### src/rtl/bitfusion_pkg.sv
// Shared Bit Fusion types and constants: lane bitwidth encodings and chunks per 32-bit word.
package bitfusion_pkg;

  localparam int unsigned DATA_W = 32;

  typedef logic [2:0] bitwidth_t;

  localparam bitwidth_t BW_2B = 3'b001;
  localparam bitwidth_t BW_4B = 3'b010;
  localparam bitwidth_t BW_8B = 3'b100;

  localparam int unsigned CHUNKS_8B = 4;
  localparam int unsigned CHUNKS_4B = 2;
  localparam int unsigned CHUNKS_2B = 1;

  typedef enum logic {
    OUT_EMPTY = 1'b0,
    OUT_FULL  = 1'b1
  } out_state_t;

  // Chunk index that completes a word for the given width; 0 for illegal encodings.
  function automatic logic [1:0] last_idx(input bitwidth_t bw);
    case (bw)
      BW_8B:   last_idx = 2'(CHUNKS_8B - 1);
      BW_4B:   last_idx = 2'(CHUNKS_4B - 1);
      BW_2B:   last_idx = 2'(CHUNKS_2B - 1);
      default: last_idx = 2'd0;
    endcase
  endfunction

endpackage

### src/rtl/w_pack_if.sv
// Lane-side input handshake plus buffer-side output handshake of the weight/result packer.
interface w_pack_if;
  import bitfusion_pkg::*;

  bitwidth_t           input_bitwidth;
  logic                in_valid;
  logic                in_ready;
  logic [DATA_W-1:0]   data_in;
  logic                flush;
  logic                out_valid;
  logic                out_ready;
  logic [DATA_W-1:0]   data_out;

  modport master (
    output input_bitwidth, in_valid, data_in, flush, out_ready,
    input  in_ready, out_valid, data_out
  );

  modport slave (
    input  input_bitwidth, in_valid, data_in, flush, out_ready,
    output in_ready, out_valid, data_out
  );

endinterface

### src/rtl/w_pack.sv
// Gathers 8/16/32-bit chunks into one 32-bit word per group and emits it through
// a single-entry output register with valid/ready backpressure and partial-word flush.
module w_pack
  import bitfusion_pkg::*;
(
  input  logic     clk,
  input  logic     RST,
  w_pack_if.slave  bus
);

  logic [DATA_W-1:0] asm_reg;
  logic [1:0]        wr_ptr;
  bitwidth_t         bw_lat;
  logic [DATA_W-1:0] data_q;
  out_state_t        state_q;
  out_state_t        state_d;

  logic              in_ready;
  logic              accept;
  logic              take;
  bitwidth_t         bw_use;
  logic [DATA_W-1:0] merged;
  logic              legal;
  logic              complete;
  logic              chunk_ok;
  logic [1:0]        ptr_after;
  logic              flush_fire;
  logic              load;
  logic [DATA_W-1:0] load_word;

  // Input side stalls only while a word is parked and not being taken.
  assign in_ready = (state_q != OUT_FULL) || bus.out_ready;
  assign accept   = bus.in_valid && in_ready;
  assign take     = (state_q == OUT_FULL) && bus.out_ready;
  assign bw_use   = (wr_ptr == 2'd0) ? bus.input_bitwidth : bw_lat;

  // Lane placement: drop the incoming chunk into the assembly word at wr_ptr.
  always_comb begin
    merged   = asm_reg;
    legal    = 1'b0;
    complete = 1'b0;
    case (bw_use)
      BW_8B: begin
        legal    = 1'b1;
        merged[{wr_ptr, 3'b000} +: 8] = bus.data_in[7:0];
        complete = (wr_ptr == last_idx(BW_8B));
      end
      BW_4B: begin
        legal    = 1'b1;
        merged[{wr_ptr[0], 4'b0000} +: 16] = bus.data_in[15:0];
        complete = (wr_ptr == last_idx(BW_4B));
      end
      BW_2B: begin
        legal    = 1'b1;
        merged   = bus.data_in;
        complete = 1'b1;
      end
      default: begin
        legal    = 1'b0;
        merged   = asm_reg;
        complete = 1'b0;
      end
    endcase
  end

  // Output register FSM plus word-load decision; a completing chunk makes flush redundant.
  always_comb begin
    state_d    = state_q;
    chunk_ok   = accept && legal;
    ptr_after  = wr_ptr;
    flush_fire = 1'b0;
    load       = 1'b0;
    load_word  = asm_reg;

    if (chunk_ok) begin
      ptr_after = complete ? 2'd0 : (wr_ptr + 2'd1);
      load_word = merged;
    end

    flush_fire = in_ready && bus.flush && (ptr_after != 2'd0);
    load       = (chunk_ok && complete) || flush_fire;

    case (state_q)
      OUT_EMPTY: if (load) state_d = OUT_FULL;
      OUT_FULL:  if (take && !load) state_d = OUT_EMPTY;
      default:   state_d = OUT_EMPTY;
    endcase
  end

  always_ff @(posedge clk) begin
    if (RST) begin
      state_q <= OUT_EMPTY;
      data_q  <= '0;
      asm_reg <= '0;
      wr_ptr  <= 2'd0;
      bw_lat  <= BW_8B;
    end else begin
      state_q <= state_d;
      if (load) begin
        data_q  <= load_word;
        asm_reg <= '0;
        wr_ptr  <= 2'd0;
      end else begin
        if (chunk_ok) asm_reg <= merged;
        wr_ptr <= ptr_after;
      end
      if (chunk_ok && (wr_ptr == 2'd0)) bw_lat <= bus.input_bitwidth;
    end
  end

  assign bus.in_ready  = in_ready;
  assign bus.out_valid = (state_q == OUT_FULL);
  assign bus.data_out  = data_q;

endmodule
### src/flat_wrapper.sv
// flat-port wrapper written by rule: the top's interface ports become plain ports
module w_pack_flat import bitfusion_pkg::*;
  (clk, RST, bus_input_bitwidth, bus_in_valid, bus_data_in, bus_flush, bus_out_ready, bus_in_ready, bus_out_valid, bus_data_out);
  w_pack_if bus_i ();
  input  logic clk;
  input  logic RST;
  input wire logic [$bits(bus_i.input_bitwidth)-1:0] bus_input_bitwidth;
  input wire logic [$bits(bus_i.in_valid)-1:0] bus_in_valid;
  input wire logic [$bits(bus_i.data_in)-1:0] bus_data_in;
  input wire logic [$bits(bus_i.flush)-1:0] bus_flush;
  input wire logic [$bits(bus_i.out_ready)-1:0] bus_out_ready;
  output wire logic [$bits(bus_i.in_ready)-1:0] bus_in_ready;
  output wire logic [$bits(bus_i.out_valid)-1:0] bus_out_valid;
  output wire logic [$bits(bus_i.data_out)-1:0] bus_data_out;
  assign bus_i.input_bitwidth = bus_input_bitwidth;
  assign bus_i.in_valid = bus_in_valid;
  assign bus_i.data_in = bus_data_in;
  assign bus_i.flush = bus_flush;
  assign bus_i.out_ready = bus_out_ready;
  assign bus_in_ready = bus_i.in_ready;
  assign bus_out_valid = bus_i.out_valid;
  assign bus_data_out = bus_i.data_out;
  w_pack u_core (.clk(clk), .RST(RST), .bus(bus_i));
endmodule
### config.mk
export PLATFORM = sky130hd
export DESIGN_NAME = w_pack_flat
export DESIGN_NICKNAME = d
export VERILOG_FILES = /design/src/rtl/bitfusion_pkg.sv /design/src/rtl/w_pack_if.sv /design/src/rtl/w_pack.sv /design/src/flat_wrapper.sv
export SDC_FILE = /design/constraint.sdc
export NUM_CORES = 1
export LEC_CHECK = 0
export BUFFER_PORTS_ARGS = -buffer_cell sky130_fd_sc_hd__buf_4
export CORE_MARGIN = 4
export CORE_UTILIZATION = 53
export DETAILED_ROUTE_END_ITERATION = 7
export PLACE_DENSITY_LB_ADDON = 0.3
export SKIP_CTS_REPAIR_TIMING = 1
export SYNTH_ARGS = -nofsm -noshare
export SYNTH_HDL_FRONTEND = slang
export SYNTH_SLANG_ARGS = --single-unit
### constraint.sdc
create_clock -name clk -period 3.05 [get_ports clk]
set_input_delay 0.1525 -clock clk [delete_from_list [all_inputs] [get_ports clk]]
set_output_delay 0.1525 -clock clk [all_outputs]
set_load 0.05 [all_outputs]
Yosys cells after proc, flatten, opt, wreduce, memory -nomap -nowiden --
Cells that the tools add are included.
Operators by class: $add $sub $neg 3, eq/ne operators 5, shifts and indexed selects 4, multiplexer cells 12, bitwise logic cells 1, reductions and logical operators 15
Operator list (count):
- one-hot mux 32 bit (3 select lines) | 1
- bitwise mux 32 bit | 2
- 2-to-1 mux 32 bit | 1
- variable shift 16 x 7 -> 32 bit, first input constant | 1
- variable shift 8 x 7 -> 32 bit, first input constant | 1
- variable part select 16 x 7 -> 32 bit | 1
- variable part select 8 x 7 -> 32 bit | 1
- negator 5 -> 7 bit | 2
- logical AND 1 bit | 8
- 2-to-1 mux 2 bit | 2
- equality test 3 x 1 -> 1 bit, second input constant | 1
- equality test 3 x 2 -> 1 bit, second input constant | 1
- equality test 3 bit, second input constant | 1
- 2-to-1 mux 1 bit | 3
- 2-to-1 mux 3 bit | 1
- one-hot mux 1 bit (3 select lines) | 1
- OR reduction 3 bit | 1
- adder 2 x 1 -> 2 bit, second input constant | 1
- equality test 2 x 1 -> 1 bit, second input constant | 1
- equality test 2 bit, second input constant | 1
- logical NOT 2 bit | 1
- logical OR 1 bit | 2
- one-hot mux 1 bit (2 select lines) | 1
- nonzero test 2 bit | 1
- other kinds (3) | 3
Storage, ports and cells: register bits 70, input bits 40, word-level logic and storage cells 45

Longest topological paths before layout --
Gate-level depths: netlist of run 1.
depth in word-level cells 14, gate-level depth with buffers 12

Worst setup path before layout of run 1 --
OpenSTA, ideal clock, no wires.
kind flip-flop to flip-flop, start point register u_core.wr_ptr[0], end point register u_core.asm_reg[15], data arrival time 2.702 ns, data required time 2.982 ns, path slack 0.281 ns, cell stages (with the launch flop) 13, cells stage by stage dfxtp_1 > clkbuf_1 > inv_1 > ha_1 > buf_6 > mux2_4 > nor3_4 > o2bb2ai_2 > a211oi_4 > or3_1 > buf_4 > buf_6 > nor2_1
Between the ends: word-level cells in the longest chain between the ends 11, elaborated cells on any way between the ends 29, those cells by class 3 x add/sub; 5 x eq/ne; 4 x shift; 9 x mux; 8 x reduce/logical
RTL lines:
- start: declaration | line w_pack.sv:12 | logic [1:0] wr_ptr;
- start signal: assignment | line w_pack.sv:105 | wr_ptr <= ptr_after;
- parallel branches: the longest is 11 deep, another holds negator 5 -> 7 bit
- end signal: assignment | line w_pack.sv:104 | if (chunk_ok) asm_reg <= merged;
- end: declaration | line w_pack.sv:11 | logic [DATA_W-1:0] asm_reg;
Parallel ways; which one is timed is not known. A chain may end at the register's enable or synchronous reset.

Worst setup path after layout of run 1 --
start point register u_core.wr_ptr[1], end point register u_core.data_q[25], in the netlist u_core.bus.data_out[25]
Between the ends: word-level cells in the longest chain between the ends 10, elaborated cells on any way between the ends 24, those cells by class 2 x add/sub; 5 x eq/ne; 2 x shift; 8 x mux; 7 x reduce/logical
RTL lines:
- parallel branches: the longest is 10 deep, another holds negator 5 -> 7 bit
- end signal: assignment | line w_pack.sv:100 | data_q <= load_word;
- end: declaration | line w_pack.sv:14 | logic [DATA_W-1:0] data_q;
Parallel ways; which one is timed is not known.

==> results.json, run 1 <==
{
  "clock-sinks": 70,
  "power_density_nw_per_um2": 672,
  "synth_fa_ha_area_frac": 0.0181,
  "cts_max_path_buffers": 2,
  "place.gp.congestion": 0.936,
  "ant_nets": 0,
  "worst_pin_slew_ps": 953,
  "power.leakage_nw": 1.61,
  "yosys-top-cells-count": "dfxtp_1 (70), nor2_1 (52), nor3_1 (37)",
  "die_w_um": 88.8,
  "use_met1": 0.360,
  "yosysSeqAreaShare": 0.406,
  "postSynthAreaPerCell_um2": 8.91,
  "post_synth_mux_area_share": 0.0297,
  "critPathLaunchType": "flop",
  "synth_xor_area_frac": 0.00507,
  "hold_path_class": "primary input to flop",
  "skew_ps": 6.98,
  "combPwrFrac": 0.358,
  "vias": 3358,
  "grt_max_degree": 38,
  "grt.met2_usage": 0.394,
  "finalCritPeriodShare": 0.952,
  "cts.clk_slew.worst_paths_ps": 80,
  "seqPwrFrac": 0.377,
  "synth_top_flop_cell": "dfxtp_1",
  "synth_top_family_by_area": "compound AO/OA/AOI/OAI gates",
  "instances_no_fill": 535,
  "ir_drop_v": 0.000477,
  "cts_tree": "yes",
  "via_per_inst": 6.28,
  "fmax_mhz": 345,
  "setup_tns_ps": 0,
  "grt.met3_usage": 0.0745,
  "post_dp_cell_area_um2": 4000,
  "area_growth_syn_to_layout_pct": 22.2,
  "drtPass1Iterations": 6,
  "root_buffer": "clkbuf_8",
  "netSwitchingPower_mw": 1.09,
  "synth_top_area_share": 0.406,
  "path_class": "flop to flop",
  "status": "completed",
  "start_util": 0.544,
  "overflow": 0,
  "finalSetupViolCount": 0,
  "ys_seq_elements": 70,
  "routedWlPerCell_um": 18.9,
  "rsz0062_at_grt": "false",
  "num_io_pins": 74,
  "yosys.area_share.simple": 0.198,
  "antenna_cells": 0,
  "h-tree-depth": 3,
  "cts_buffers": 9,
  "synth-edff-count": 0,
  "critPathArrivalTime_ps": 3130,
  "syn_area_um2": 3460,
  "crit_required_ps": 3280,
  "hold_viol": 0,
  "fin_hold_ws_ps": 76.1,
  "grt_util_all_layers": 0.268,
  "pwr-share-clk": 0.265,
  "synth_cell_types": 49,
  "busiest_layer": "met2",
  "path_max_fanout": 12,
  "ys_warn_count": 0,
  "grt_pass1_vias": 3235,
  "cap_viol_max_count": 0,
  "post-dp-hpwl_um": 7290,
  "core_area_um2": 6350,
  "synth_area_leader_cell": "dfxtp_1",
  "place_inst": 519,
  "synth-async-reset-ratio": 0,
  "drive_gt1_frac": 0.262,
  "die_h_um": 88.8,
  "synthTopCellsByArea": "dfxtp_1 (41%), a211oi_1 (6.5%), a22oi_1 (6.5%)",
  "path_cells": "inv_1 > ha_2 > mux2i_4 > nand3_1 > buf_4 > nor4_1 > nor2_1 > a221oi_1 > a211oi_1",
  "slowest_stage": "a221oi_1",
  "synth_compound_area_frac": 0.267,
  "drt_wl_total_um": 10100,
  "insertion_delay_ps": 350,
  "grt_pass1_wl_um": 16200,
  "syn_inst": 388,
  "cellInternalPower_mw": 1.74,
  "max_slew_margin": 0.358,
  "design_area_um2": 4220,
  "final_core_util": 0.665,
  "finalCriticalPeriod_ps": 2900,
  "slew_viol_final": 0,
  "antenna_found_initial": 0,
  "numPortBuffers": 73,
  "end_kind": "flop",
  "yosysMostFrequentCell": "dfxtp_1",
  "layout.nets": 498,
  "syn_nets": 433,
  "row_count": 29,
  "cp_slowest_stage_delay_ps": 490,
  "switching_share": 0.385,
  "dieArea_um2": 7880,
  "drt_iter0_markers": 330,
  "drc": 0
}
==> layout by cell type (no fill, tap or decap), types with 2 or more instances in the layout <==
cell type and count:
a211oi_1 30, a211oi_2 2, a21boi_1 2, a21oi_1 6
a221o_1 5, a221oi_1 13, a22oi_1 30, and2_1 5
buf_4 86, clkbuf_8 9, clkinv_4 2, clkinvlp_4 2
dfxtp_1 70, ha_1 4, inv_1 13, mux2_4 2
mux2i_1 2, mux2i_2 2, nand2_1 19, nand3_1 3
nor2_1 52, nor2b_1 4, nor3_1 37, nor3_4 2
nor4_1 7, nor4bb_1 2, o21a_1 3, o21ai_0 7
o221ai_1 2, o2bb2ai_1 9, xnor2_1 2
==> worst max-delay path, delay by kind of cell (launching register included) <==
kind            cells  cell delay (ps)
mux                 1              370
fa+ha+maj           1              380
compound gates      2              620
simple gates        3              760
flops               1              350
buf+inv             2              290
==> layer usage <==
metal  vias up  part of all wire
met5         -                 0
li1       1589                 -
met2       175              0.45
met1      1559              0.43
met4         0             0.031
met3        35             0.088
==> layout make-up <==
class,count,area [um2]
clock buffers,10,128
clock inverters,6,71.3
fillers,520,2130
inverters,13,48.8
multi-input cells,272,1810
flip-flops and latches,70,1400
well taps,77,96.3
repair buffers,87,666
==> worst paths after layout <==
kind,from,endpoint,slack [ps],cells past startpoint
setup / recovery,u_core.wr_ptr[1],u_core.bus.data_out[25],150,9
hold / removal,bus_input_bitwidth[1],u_core.bw_lat[1],80,3
setup reg to reg,u_core.wr_ptr[1],u_core.bus.data_out[25],150,9
hold reg to reg,u_core.asm_reg[6],u_core.asm_reg[6],500,2
==> power groups by stage <==
| stage | logic, mW | registers (mW) | clock network, mW |
|---|---|---|---|
| final | 1.02 | 1.07 | 0.751 |
| after floorplan | 0.482 | 1.34 | 0 |
| after detailed placement | 1.00 | 1.09 | 0 |
| after CTS | 1.00 | 1.07 | 0.764 |
| after global routing | 1.09 | 1.08 | 0.814 |
| after global placement | 0.985 | 1.09 | 0 |
==> kinds of logic (layout without fill, tap and decap cells) <==
kind of cell	count (synthesis)	after routing
buf+inv	46	116
mux	8	8
flops	70	70
xor+xnor	2	2
simple gates	140	140
fa+ha+maj	5	5
compound gates	117	117
==> per-stage QoR <==
stage          setup WS [ps]  power, mW
6_report                 148       2.84
5_1_grt                 1.88       2.98
2_1_floorplan            281       1.82
4_1_cts                 -111       2.83
3_5_place_dp           -94.9       2.09
3_3_place_gp             152       2.07
Power figures use the tool's default switching activity.
==> run 2: changes to the inputs <==
--- a/config.mk
+++ b/config.mk
@@ -8,9 +8,12 @@
 export BUFFER_PORTS_ARGS = -buffer_cell sky130_fd_sc_hd__buf_4
 export CORE_MARGIN = 4
 export CORE_UTILIZATION = 53
+export CTS_BUF_LIST = sky130_fd_sc_hd__clkbuf_4 sky130_fd_sc_hd__clkbuf_8 sky130_fd_sc_hd__clkbuf_16
 export DETAILED_ROUTE_END_ITERATION = 7
 export PLACE_DENSITY_LB_ADDON = 0.3
+export SETUP_SLACK_MARGIN = 0.3
 export SKIP_CTS_REPAIR_TIMING = 1
+export SLEW_MARGIN = 20
 export SYNTH_ARGS = -nofsm -noshare
 export SYNTH_HDL_FRONTEND = slang
 export SYNTH_SLANG_ARGS = --single-unit
==> run 2 against run 1 <==
  * Die area unchanged
  * Wire length up 2.1%
  * Utilization grew 2.2 points
  * Hold slack improved by 21 ps
  * Sequential share of layout area decreased by 1.1 points
  * First-iteration DRC count is 0.91% higher
  * Clock-buffer cell count stayed put
  * Power is 7.8% higher
  * Critical endpoint is now u_core.bus.data_out[2]
  * Largest cell class unchanged
==> results.json, run 2 (synthesized netlist as in run 1, its figures left out) <==
{
  "numPortBuffers": 73,
  "routedWlPerCell_um": 19.1,
  "r2r-start": "u_core.wr_ptr[1]",
  "core_area_um2": 6350,
  "fill_cells": 511,
  "final_core_util": 0.687,
  "design_area_um2": 4360,
  "finalCritPeriodShare": 0.860,
  "place.gp.congestion": 1.02,
  "hold_viol": 0,
  "worst_pin_slew_ps": 632,
  "antenna_found_initial": 0,
  "h-tree-depth": 3,
  "rsz0062_at_grt": "true",
  "wl_met1_um": 4250,
  "dieArea_um2": 7880,
  "vias": 3437,
  "critPathArrivalTime_ps": 2880,
  "route.met2.wl_um": 4730,
  "layout.nets": 505,
  "slew_viol_final": 0,
  "ant_nets": 0,
  "cp_slowest_stage_delay_ps": 480,
  "mostFrequentLayoutCell": "buf_4",
  "fmax_mhz": 381,
  "cts.clk_slew.worst_paths_ps": 80,
  "hold_path_class": "primary input to flop",
  "drt_iter0_markers": 333,
  "area_growth_syn_to_layout_pct": 26.2,
  "grt_max_degree": 38,
  "antenna_cells": 0,
  "finalSetupViolCount": 0,
  "root_buffer": "clkbuf_8",
  "path_class": "flop to flop",
  "drive_gt1_frac": 0.280,
  "cts_tree": "yes",
  "crit_required_ps": 3310,
  "clock-sinks": 70,
  "place_inst": 526,
  "power.leakage_nw": 1.69,
  "finalCriticalPeriod_ps": 2620,
  "num_io_pins": 74,
  "startpoint": "u_core.wr_ptr[1]",
  "insertion_delay_ps": 350,
  "grt_util_all_layers": 0.267,
  "power.total_mw": 3.06,
  "die_w_um": 88.8,
  "instances_no_fill": 542,
  "max_slew_margin": 0.576,
  "path_cells": "inv_1 > ha_4 > mux2_2 > nor3_4 > o2bb2ai_1 > a21boi_2 > buf_4 > nor3_1 > a211oi_1",
  "overflow": 0,
  "highest_layer": "met4",
  "drc": 0,
  "hp-start": "bus_input_bitwidth[1]",
  "critical-path-top-delay-family": "compound AO/OA/AOI/OAI gates",
  "path_max_fanout": 19,
  "drtPass1Iterations": 5,
  "slowest_stage": "mux2_2",
  "post-dp-hpwl_um": 7350,
  "cap_viol_max_count": 0,
  "layout_common_cells": "buf_4 (92), dfxtp_1 (70), nor2_1 (51)",
  "status": "completed",
  "power_density_nw_per_um2": 701,
  "end_kind": "flop",
  "die_h_um": 88.8,
  "cts_buffers": 9,
  "grt_pass1_wl_um": 16100,
  "skew_ps": 7.35,
  "setup_tns_ps": 0,
  "dr_wl_met3_um": 1090,
  "critPathLaunchType": "flop",
  "worst-path-buf-inv": 2,
  "post_dp_cell_area_um2": 4050,
  "start_util": 0.544,
  "row_count": 29,
  "ir_drop_v": 0.000427,
  "via_per_inst": 6.34,
  "cts_max_path_buffers": 2,
  "grt_pass1_vias": 3126,
  "drt_wl_total_um": 10300
}
[run 2: cell count changes in the layout (fill, tap and decap cells not counted), sizes merged]
cell,previous run,this run
buf,87,94
bufinv,1,3
clkinvlp,2,0
[run 2: power breakdown]
group          total (mW)  internal, mW  switching (mW)
clock network       0.942         0.571           0.371
registers            1.07          1.01          0.0587
logic                1.04         0.369           0.675
[run 2: per-stage QoR]
| step | worst slack, ps | hold slack (ps) |
|---|---|---|
| after global routing | 229 | 118 |
| after CTS | 138 | 84.8 |
| after detailed placement | 161 | 446 |
| final | 428 | 96.8 |
| after floorplan | 383 | 296 |
| after global placement | 236 | 434 |
[run 2: layout make-up]
cell class,instances,area [um2],area share
Sequential cell,70,1400,0.321
Clock inverter,6,116,0.0267
Clock buffer,10,138,0.0315
Multi-Input combinational cell,272,1840,0.422
Tap cell,77,96.3,0.0221
Inverter,13,48.8,0.0112
Timing Repair Buffer,94,722,0.165
[run 2: routing by layer]
layer	global-route usage	up-vias
li1	-	1598
met1	0.369	1610
met2	0.402	201
met3	0.0531	28
met4	0.118	0
met5	0	-
[run 2: worst paths after layout]
| path | end | slack [ps] | cells past startpoint |
|---|---|---|---|
| setup / recovery | u_core.bus.data_out[2] | 430 | 9 |
| setup reg to reg | u_core.bus.data_out[2] | 430 | 9 |
| hold reg to reg | u_core.asm_reg[5] | 500 | 2 |
| hold / removal | u_core.bw_lat[1] | 100 | 3 |
[run 2: worst register-to-register path, cell delays in order, from the launching register on]
cell and delay (ps):
dfxtp_1 350, inv_1 120, ha_4 270, mux2_2 480, nor3_4 160, o2bb2ai_1 200
a21boi_2 340, buf_4 320, nor3_1 80, a211oi_1 220
==> run 3: changes to the inputs <==
--- a/config.mk
+++ b/config.mk
@@ -6,8 +6,9 @@
 export NUM_CORES = 1
 export LEC_CHECK = 0
 export BUFFER_PORTS_ARGS = -buffer_cell sky130_fd_sc_hd__buf_4
+export CORE_ASPECT_RATIO = 0.6
 export CORE_MARGIN = 4
-export CORE_UTILIZATION = 53
+export CORE_UTILIZATION = 54
 export CTS_BUF_LIST = sky130_fd_sc_hd__clkbuf_4 sky130_fd_sc_hd__clkbuf_8 sky130_fd_sc_hd__clkbuf_16
 export DETAILED_ROUTE_END_ITERATION = 7
 export PLACE_DENSITY_LB_ADDON = 0.3
==> constraint.sdc (replaced) <==
create_clock -name clk -period 2.67 [get_ports clk]
set_input_delay 0.1335 -clock clk [delete_from_list [all_inputs] [get_ports clk]]
set_output_delay 0.1335 -clock clk [all_outputs]
set_load 0.05 [all_outputs]
==> run 3 against run 2 <==
  * Utilization up 14 points
  * Design area up 18%
  * Register-to-register slack worse by 280 ps
  * Critical endpoint is now u_core.bus.data_out[27]
==> results.json, run 3 (synthesized netlist as in run 1, its figures left out) <==
{
  "place.gp.congestion": 0.962,
  "critPathArrivalTime_ps": 2730,
  "insertion_delay_ps": 350,
  "ant_nets": 0,
  "num_io_pins": 74,
  "power.leakage_nw": 1.92,
  "worst_pin_slew_ps": 612,
  "cellInternalPower_mw": 2.32,
  "path_class": "flop to flop",
  "r2r-start": "u_core.wr_ptr[0]",
  "grt_max_degree": 38,
  "start_util": 0.560,
  "via_per_inst": 6.60,
  "skew_ps": 10.7,
  "r2r.worst_path.cells": 11,
  "finalSetupViolCount": 0,
  "antenna_cells": 0,
  "instances_no_fill": 572,
  "status": "completed",
  "drc": 0,
  "layout_common_cells": "buf_4 (98), dfxtp_1 (67), nor2_1 (48)",
  "drive_gt1_frac": 0.465,
  "h-tree-depth": 3,
  "cap_viol_max_count": 0,
  "die_h_um": 70.0,
  "drt_wl_total_um": 13000,
  "overflow": 0,
  "seqPwrFrac": 0.325,
  "slew_viol_final": 0,
  "antenna_found_initial": 0,
  "hp-start": "bus_input_bitwidth[2]",
  "row_count": 22,
  "pwr-share-clk": 0.261,
  "drt_iter0_markers": 478,
  "layout.nets": 528,
  "vias": 3775,
  "fill_cells": 335,
  "switching_share": 0.389,
  "root_buffer": "clkbuf_8",
  "power.total_mw": 3.80,
  "routedWlPerCell_um": 22.7,
  "cts_max_path_buffers": 2,
  "cts.clk_slew.worst_paths_ps": 80,
  "path_cells": "inv_8 > ha_4 > buf_12 > mux2_4 > nor3_4 > o2bb2ai_4 > a211oi_4 > buf_6 > clkbuf_16 > nor3_1 > a211oi_2",
  "r2r-end": "u_core.bus.data_out[27]",
  "setup_tns_ps": 0,
  "combPwrFrac": 0.414,
  "hold_viol": 0,
  "dieArea_um2": 7790,
  "clock-sinks": 70,
  "cts_tree": "yes",
  "mostFrequentLayoutCell": "buf_4",
  "ir_drop_v": 0.000563,
  "startpoint": "u_core.wr_ptr[0]",
  "max_slew_margin": 0.592,
  "worst_slack_ps": 148,
  "place_inst": 532,
  "preCtsSetupSlack_ps": 17.9,
  "slowest_stage": "dfxtp_4",
  "drtPass1Iterations": 6,
  "grt_util_all_layers": 0.277,
  "critPathLaunchType": "flop",
  "grt_pass1_wl_um": 17300,
  "ff2ff_setup_slack_ps": 150,
  "post-dp-hpwl_um": 7660,
  "finalCritPeriodShare": 0.945,
  "fmax_mhz": 396,
  "finalCriticalPeriod_ps": 2520,
  "numPortBuffers": 73,
  "grt_pass1_vias": 3259,
  "netSwitchingPower_mw": 1.48,
  "cts_buffers": 9,
  "crit_required_ps": 2880,
  "path_max_fanout": 8,
  "die_w_um": 111,
  "end_kind": "flop",
  "area_growth_syn_to_layout_pct": 48.4,
  "holdPathStages": 2,
  "hold_path_end": "u_core.bw_lat[2]",
  "cp_slowest_stage_delay_ps": 380,
  "rsz0062_at_grt": "true",
  "core_area_um2": 6170,
  "hold_path_class": "primary input to flop",
  "power_density_nw_per_um2": 740
}
## run 3: cell types whose count changed in the layout (fill, tap and decap cells not counted), moves of 4 or more
cell	previous run	this run
a211oi_1	30	1
a211oi_2	2	31
a221oi_1	14	1
a221oi_2	0	12
buf_12	1	5
buf_4	92	98
buf_6	1	7
nor3_1	36	30
nor3_2	1	7
o2bb2ai_1	9	4
## run 3: area by class of cell
class,count,area (um2),area share
multi-input combinational,272,2300,0.449
sequential,70,1410,0.274
timing repair buffer,117,1030,0.201
clock buffer,10,131,0.0256
tap,84,105,0.0205
clock inverter,6,93.8,0.0183
inverter,13,56.3,0.0110
## run 3: critical path, delay by kind of cell, from the launching register on
family                     cells  cell delay (ps)
AOI/OAI and AO/OA              3              310
buffers and inverters          4              510
DFF                            1              380
muxes                          1              360
and+or+nand+nor                2              660
adders and majority gates      1              150
## run 3: power by group through the flow
stage | Sequential, mW | Combinational [mW] | Clock [mW]
floorplan | 1.53 | 0.663 | 0
global placement | 1.24 | 1.25 | 0
detailed placement | 1.24 | 1.26 | 0
CTS | 1.22 | 1.26 | 0.987
global route | 1.24 | 1.63 | 1.05
finish | 1.23 | 1.57 | 0.991
## run 3: metrics by stage
| step | hold WS, ps | instance area, um2 | utilization |
|---|---|---|---|
| 6_report | 88.7 | 5130 | 0.832 |
| 5_1_grt | 79.0 | 5130 | 0.832 |
| 3_5_place_dp | 420 | 4260 | 0.691 |
| 3_3_place_gp | 420 | 4260 | 0.691 |
| 4_1_cts | 62.0 | 4480 | 0.727 |
| 2_1_floorplan | 277 | 3690 | - |
## run 3: routing by layer
layer	vias to the layer above	global-route usage	wire [um]
li1	1651	-	-
met1	1809	0.397	5560
met2	268	0.401	5720
met3	47	0.0831	1350
met4	0	0.0837	348
met5	-	0	0
## run 3: worst max path at each step
stage / to / slack (ps) / depth (start not counted)
2_1_floorplan: u_core.bus.data_out[10] / 210 / 12
3_3_place_gp: u_core.bus.data_out[30] / -30 / 8
3_5_place_dp: u_core.bus.data_out[3] / 20 / 9
4_1_cts: u_core.bus.data_out[1] / -40 / 9
5_1_grt: u_core.bus.data_out[27] / 40 / 11
6_report: u_core.bus.data_out[27] / 150 / 11
